**config.mk**
```make
export PLATFORM = sky130hd
export DESIGN_NAME = dram_req_queue
export DESIGN_NICKNAME = d
export VERILOG_FILES = /design/src/rtl/dram_req_queue.sv
export SDC_FILE = /design/constraint.sdc
export NUM_CORES = 1
export LEC_CHECK = 0
export BUFFER_PORTS_ARGS = -buffer_cell sky130_fd_sc_hd__buf_2
export CAP_MARGIN = 20
export CORE_ASPECT_RATIO = 0.5
export CORE_MARGIN = 2
export CORE_UTILIZATION = 53
export DETAILED_ROUTE_END_ITERATION = 8
export PLACE_DENSITY = 0.75
export RECOVER_POWER = 25
export SETUP_SLACK_MARGIN = 0.3
export SLEW_MARGIN = 15
export SYNTH_ARGS = -nofsm -noshare
export SYNTH_HDL_FRONTEND = slang
export SYNTH_SLANG_ARGS = --single-unit
```
**constraint.sdc**
```tcl
create_clock -name clk -period 3.5 [get_ports clk]
set_input_delay 0 -clock clk [delete_from_list [all_inputs] [get_ports clk]]
set_output_delay 0 -clock clk [all_outputs]
set_load 0.03 [all_outputs]
```
**src/rtl/dram_req_queue.sv**
```systemverilog
// dram_req_queue: in-order request buffer in front of dram_ctrl.
// L2 requests are accepted over a valid/ready handshake, stored in a small
// FIFO (NOPs are accepted but never stored), then issued one at a time to
// the controller over cmd_req/cmd_ack with at least one idle cycle between
// consecutive commands.
//
// Handshakes:
//   l2 side : a request transfers on a rising edge where l2_req_valid and
//             l2_req_ready are both 1; ready depends only on occupancy.
//   cmd side: cmd_req is held with stable fields until a rising edge with
//             cmd_ack=1; cmd_ack is ignored whenever cmd_req is 0.
module dram_req_queue #(
   parameter int L2_REQ_WIDTH = 22,
   parameter int NUM_OF_BANKS = 8,
   parameter int NUM_OF_ROWS  = 128,
   parameter int NUM_OF_COLS  = 8,
   parameter int FIFO_DEPTH   = 4
) (
   input  logic                            clk,
   input  logic                            rst_b,
   input  logic                            l2_req_valid,
   input  logic [L2_REQ_WIDTH-1:0]         l2_req_instr,
   output logic                            l2_req_ready,
   output logic [1:0]                      cmd,
   output logic                            cmd_req,
   input  logic                            cmd_ack,
   output logic [$clog2(NUM_OF_BANKS)-1:0] bank_id,
   output logic [$clog2(NUM_OF_ROWS)-1:0]  row_id,
   output logic [$clog2(NUM_OF_COLS)-1:0]  col_id,
   output logic [$clog2(FIFO_DEPTH):0]     q_count,
   output logic [1:0]                      fsm_state
);

   localparam int BANK_W   = $clog2(NUM_OF_BANKS);
   localparam int ROW_W    = $clog2(NUM_OF_ROWS);
   localparam int COL_W    = $clog2(NUM_OF_COLS);
   localparam int PTR_W    = $clog2(FIFO_DEPTH);
   localparam int CNT_W    = PTR_W + 1;
   localparam int ENTRY_W  = 2 + BANK_W + ROW_W + COL_W;
   localparam int CMD_LSB  = L2_REQ_WIDTH - 2;
   localparam int BANK_LSB = CMD_LSB - BANK_W;
   localparam int ROW_LSB  = BANK_LSB - ROW_W;
   localparam int COL_LSB  = ROW_LSB - COL_W;
   localparam logic [CNT_W-1:0] FULL_CNT = CNT_W'(FIFO_DEPTH);

   typedef enum logic [1:0] {
      IDLE = 2'd0,
      REQ  = 2'd1,
      GAP  = 2'd2
   } state_t;

   state_t                 state, state_nxt;
   logic [ENTRY_W-1:0]     mem [FIFO_DEPTH];
   logic [PTR_W-1:0]       wr_ptr, rd_ptr;
   logic [CNT_W-1:0]       count;
   logic [ENTRY_W-1:0]     head;
   logic                   push, pop, load;
   logic                   rsvd_unused;

   // Reserved request bits carry no meaning for this block.
   assign rsvd_unused = ^l2_req_instr[COL_LSB-1:0];

   // Enqueue side: ready from occupancy only; NOPs complete the handshake but are not stored.
   assign l2_req_ready = (count != FULL_CNT);
   assign push = l2_req_valid && l2_req_ready && (l2_req_instr[L2_REQ_WIDTH-1 -: 2] != 2'b00);
   assign head = mem[rd_ptr];
   assign q_count = count;

   // FIFO storage; written only on a push, so no reset is needed.
   always_ff @(posedge clk) begin
      if (push) begin
         mem[wr_ptr] <= l2_req_instr[L2_REQ_WIDTH-1 -: ENTRY_W];
      end
   end

   // Pointers wrap naturally (depth is a power of 2); occupancy tells full from empty.
   always_ff @(posedge clk) begin
      if (!rst_b) begin
         wr_ptr <= '0;
         rd_ptr <= '0;
         count  <= '0;
      end else begin
         if (push) wr_ptr <= wr_ptr + PTR_W'(1);
         if (pop)  rd_ptr <= rd_ptr + PTR_W'(1);
         case ({push, pop})
            2'b10:   count <= count + CNT_W'(1);
            2'b01:   count <= count - CNT_W'(1);
            default: count <= count;
         endcase
      end
   end

   // Issue FSM state register.
   always_ff @(posedge clk) begin
      if (!rst_b) state <= IDLE;
      else        state <= state_nxt;
   end

   // Issue FSM next-state: IDLE waits for an entry, REQ waits for ack, GAP forces one low cycle.
   always_comb begin
      state_nxt = state;
      case (state)
         IDLE:    if (count != '0) state_nxt = REQ;
         REQ:     if (cmd_ack)     state_nxt = GAP;
         GAP:     state_nxt = IDLE;
         default: state_nxt = IDLE;
      endcase
   end

   // Issue FSM outputs: request level, head pop on ack, field load on leaving IDLE.
   always_comb begin
      cmd_req   = (state == REQ);
      pop       = (state == REQ) && cmd_ack;
      load      = (state == IDLE) && (count != '0);
      fsm_state = state;
   end

   // Field registers: captured from the head when a command starts, held otherwise.
   always_ff @(posedge clk) begin
      if (!rst_b) begin
         cmd     <= '0;
         bank_id <= '0;
         row_id  <= '0;
         col_id  <= '0;
      end else if (load) begin
         cmd     <= head[ENTRY_W-1 -: 2];
         bank_id <= head[BANK_LSB-COL_LSB +: BANK_W];
         row_id  <= head[ROW_LSB-COL_LSB +: ROW_W];
         col_id  <= head[0 +: COL_W];
      end
   end

endmodule
```
==> metrics.txt <==
post-DP HPWL 3260 um; Clock transition at path regs 0.05 ns; Post-Synth Simple-Gate Area 0.0406; most common cell in the netlist edfxtp_1; Yosys top cell by area edfxtp_1; clock share of power 0.348; Setup-failing EPs final 0; RD Place Congestion 0.742; Final Hold Fails 0; Least-Margin Pin Slew 0.989 ns; Adder-Cell Fraction of Synth Area 0.0260; Syn-to-layout area delta 23.7%; vias in the first global route ~1700; synth cell count leaders edfxtp_1, dfxtp_1, a22o_1, inv_1, mux4_2; mux share of post-synthesis cell area 0.115; worst vdd ir 0.500 mV; worst path required time 3.76 ns; GR Overflow Total 0; Leakage 1.44 nW; Die X-Extent 113 um; outcome completed; initial antenna violation count 0; Setup TNS 0 ns; Mapped Nets around 200; Seq/Total Area, Yosys 0.720; number of DRC markers in iteration 0 142; full die area 6660 um2; core area about 5600 um2; period utilization 0.644; Remaining DRCs 0; Yosys cell types 32; final-report max-slew violation count 0; H-tree lvl count 3; total number of vias ~1700; asr flop ratio synth 0; max_cap viols 0; fmax between 400 and 500 MHz; Net Switching 0.859 mW; top_reg_cell synth edfxtp_1; PwrDens 766 nW/um2; Post-synth EDFFs 60; TritonCTS Sinks 84; Post-Syn Area 3170 um2; RSZ-0062 raised after global routing no; post-layout instance area 3920 um2; FF+latch area 2280 um2; Setup Crit Path Kind reg -> reg; I/O Buffers 40; I/O Pins 48; top cells by area, synth edfxtp_1, dfxtp_1, mux4_1, mux4_2, a22o_1; synth warn 0; Fillers around 360; CP Launch Type flop; Initial Util 0.563; nets 267; ratio of cells with drive above 1 in the final layout 0.221; root buffer cell clkbuf_16; drt wl/cell 18.1 um; first-pass GRT wire length 8680 um; #FFs+latches synth 84; largest net degree at the start of global routing 17; largest family of logic cells by synthesized area multiplexers; num rows 19; Flop pwr share 0.434; Die Y between 50 and 60 um; CTS max path bufs 2; Post-CTS Resized 0; Hold Crit Class in -> reg; XOR/XNOR Fraction of Synth Area 0.0110; CP arrival 2.52 ns; first drt pass iteration count 4; Synth top area share 0.568; DR vias/cell between 5 and 6; Tot GR Track Use 0.185; Comb pwr share 0.219; Clk Latency, worst-skew pair 0.33 ns; internal power 2.15 mW; Multi-input gate area 812 um2; WL final between 5000 and 6000 um; Critical Path End Type flop; CP max FO 6; Final Skew 0.00598 ns; Post-DP Area around 3400 um2; Cells after Synth around 170; Slew HR 0.340; switching share of power 0.286; Final ANT Viol Nets 0; Compound-Gate Fraction of Synth Area 0.0615; CTS Buf Count 9; syn_area_per_cell 18.5 um2; Pwr Total 3.01 mW; min Tclk post-route 2.25 ns; antenna diode count 0; CTS tree yes
==> critical path: stages, from the launching register on <==
cell     delay, ns
dfxtp_1       0.39
nor3b_1       0.40
nor2_1        0.10
inv_1         0.07
ha_1          0.19
inv_1         0.06
fa_1          0.37
xor2_1        0.16
or3_1         0.30
a21oi_1       0.15
==> per-stage QoR <==
step           hold slack, ns   util  setup WS [ns]  std cells
2_1_floorplan          0.0989      -           1.27        171
3_3_place_gp            0.210  0.606           1.35        279
3_5_place_dp            0.217  0.606           1.25        279
4_1_cts                 0.101  0.698           1.23        313
5_1_grt                 0.121  0.696           1.08        313
6_report                0.105  0.696           1.25        313
==> layout by cell type, fill, tap and decap left out, drive strengths merged, types with 2 or more instances in the layout <==
master and count:
inv 8, nand3 2, edfxtp 60, ha 5, o21ai 4, buf 30, a22o 15, a21oi 4
mux4 15, nor2 6, bufinv 3, clkinv 2, nor3 2, clkbuf 22, and3 4, dlygate4sd3 18
dfxtp 24, xor2 3
==> final cells by class <==
type | count | share of cell area
Multi-Input combinational cell | 73 | 0.207
Sequential cell | 84 | 0.582
Clock buffer | 11 | 0.0593
Inverter | 8 | 0.00766
Clock inverter | 5 | 0.0255
Timing Repair Buffer | 59 | 0.0954
Tap cell | 73 | 0.0233
==> worst paths after layout <==
kind / endpoint / slack (ns) / from / cells past startpoint
worst max-delay path: q_count[2] / 1.25 / q_count[2] / 9
worst min-delay path: wr_ptr[1] / 0.10 / l2_req_valid / 4
worst max register to register: q_count[2] / 1.25 / q_count[2] / 9
worst min register to register: row_id[1] / 0.47 / row_id[1] / 1
==> logic make-up (layout without fill, tap and decap cells) <==
kind of cell / Yosys count / after routing
adders and majority gates: 6 / 6
muxes: 15 / 15
xor gates and xnor gates: 4 / 4
buffers and inverters: 14 / 83
AOI/OAI and AO/OA: 26 / 26
DFF: 84 / 84
and+or+nand+nor: 22 / 22
==> metal layers <==
| metal | GRT usage | vias to the layer above | part of all wire |
|---|---|---|---|
| met5 | 0 | - | 0 |
| li1 | - | 816 | - |
| met3 | 0.0731 | 9 | 0.056 |
| met4 | 0.0749 | 0 | 0.012 |
| met2 | 0.311 | 54 | 0.51 |
| met1 | 0.221 | 846 | 0.42 |
==> registers in the layout, summed over array words and instances (netlist names) <==
register and flops:
bank_id 3, cmd 2, col_id 3, fsm_state 2, mem 60, q_count 3, rd_ptr 2, row_id 7
wr_ptr 2
==> power by group through the flow <==
stage | Clock (mW) | Sequential, mW | Combinational, mW
floorplan | 0 | 1.45 | 0.330
global placement | 0 | 1.31 | 0.615
detailed placement | 0 | 1.32 | 0.626
CTS | 1.06 | 1.30 | 0.657
global route | 1.10 | 1.32 | 0.695
finish | 1.05 | 1.30 | 0.657
==> timing repair <==
action | CTS | global route
setup buffers | 0 | 0
hold buffers | 18 | 0
endpoints found under the hold margin | 62 | 0
Note: power is estimated with default switching activity, not from simulation.
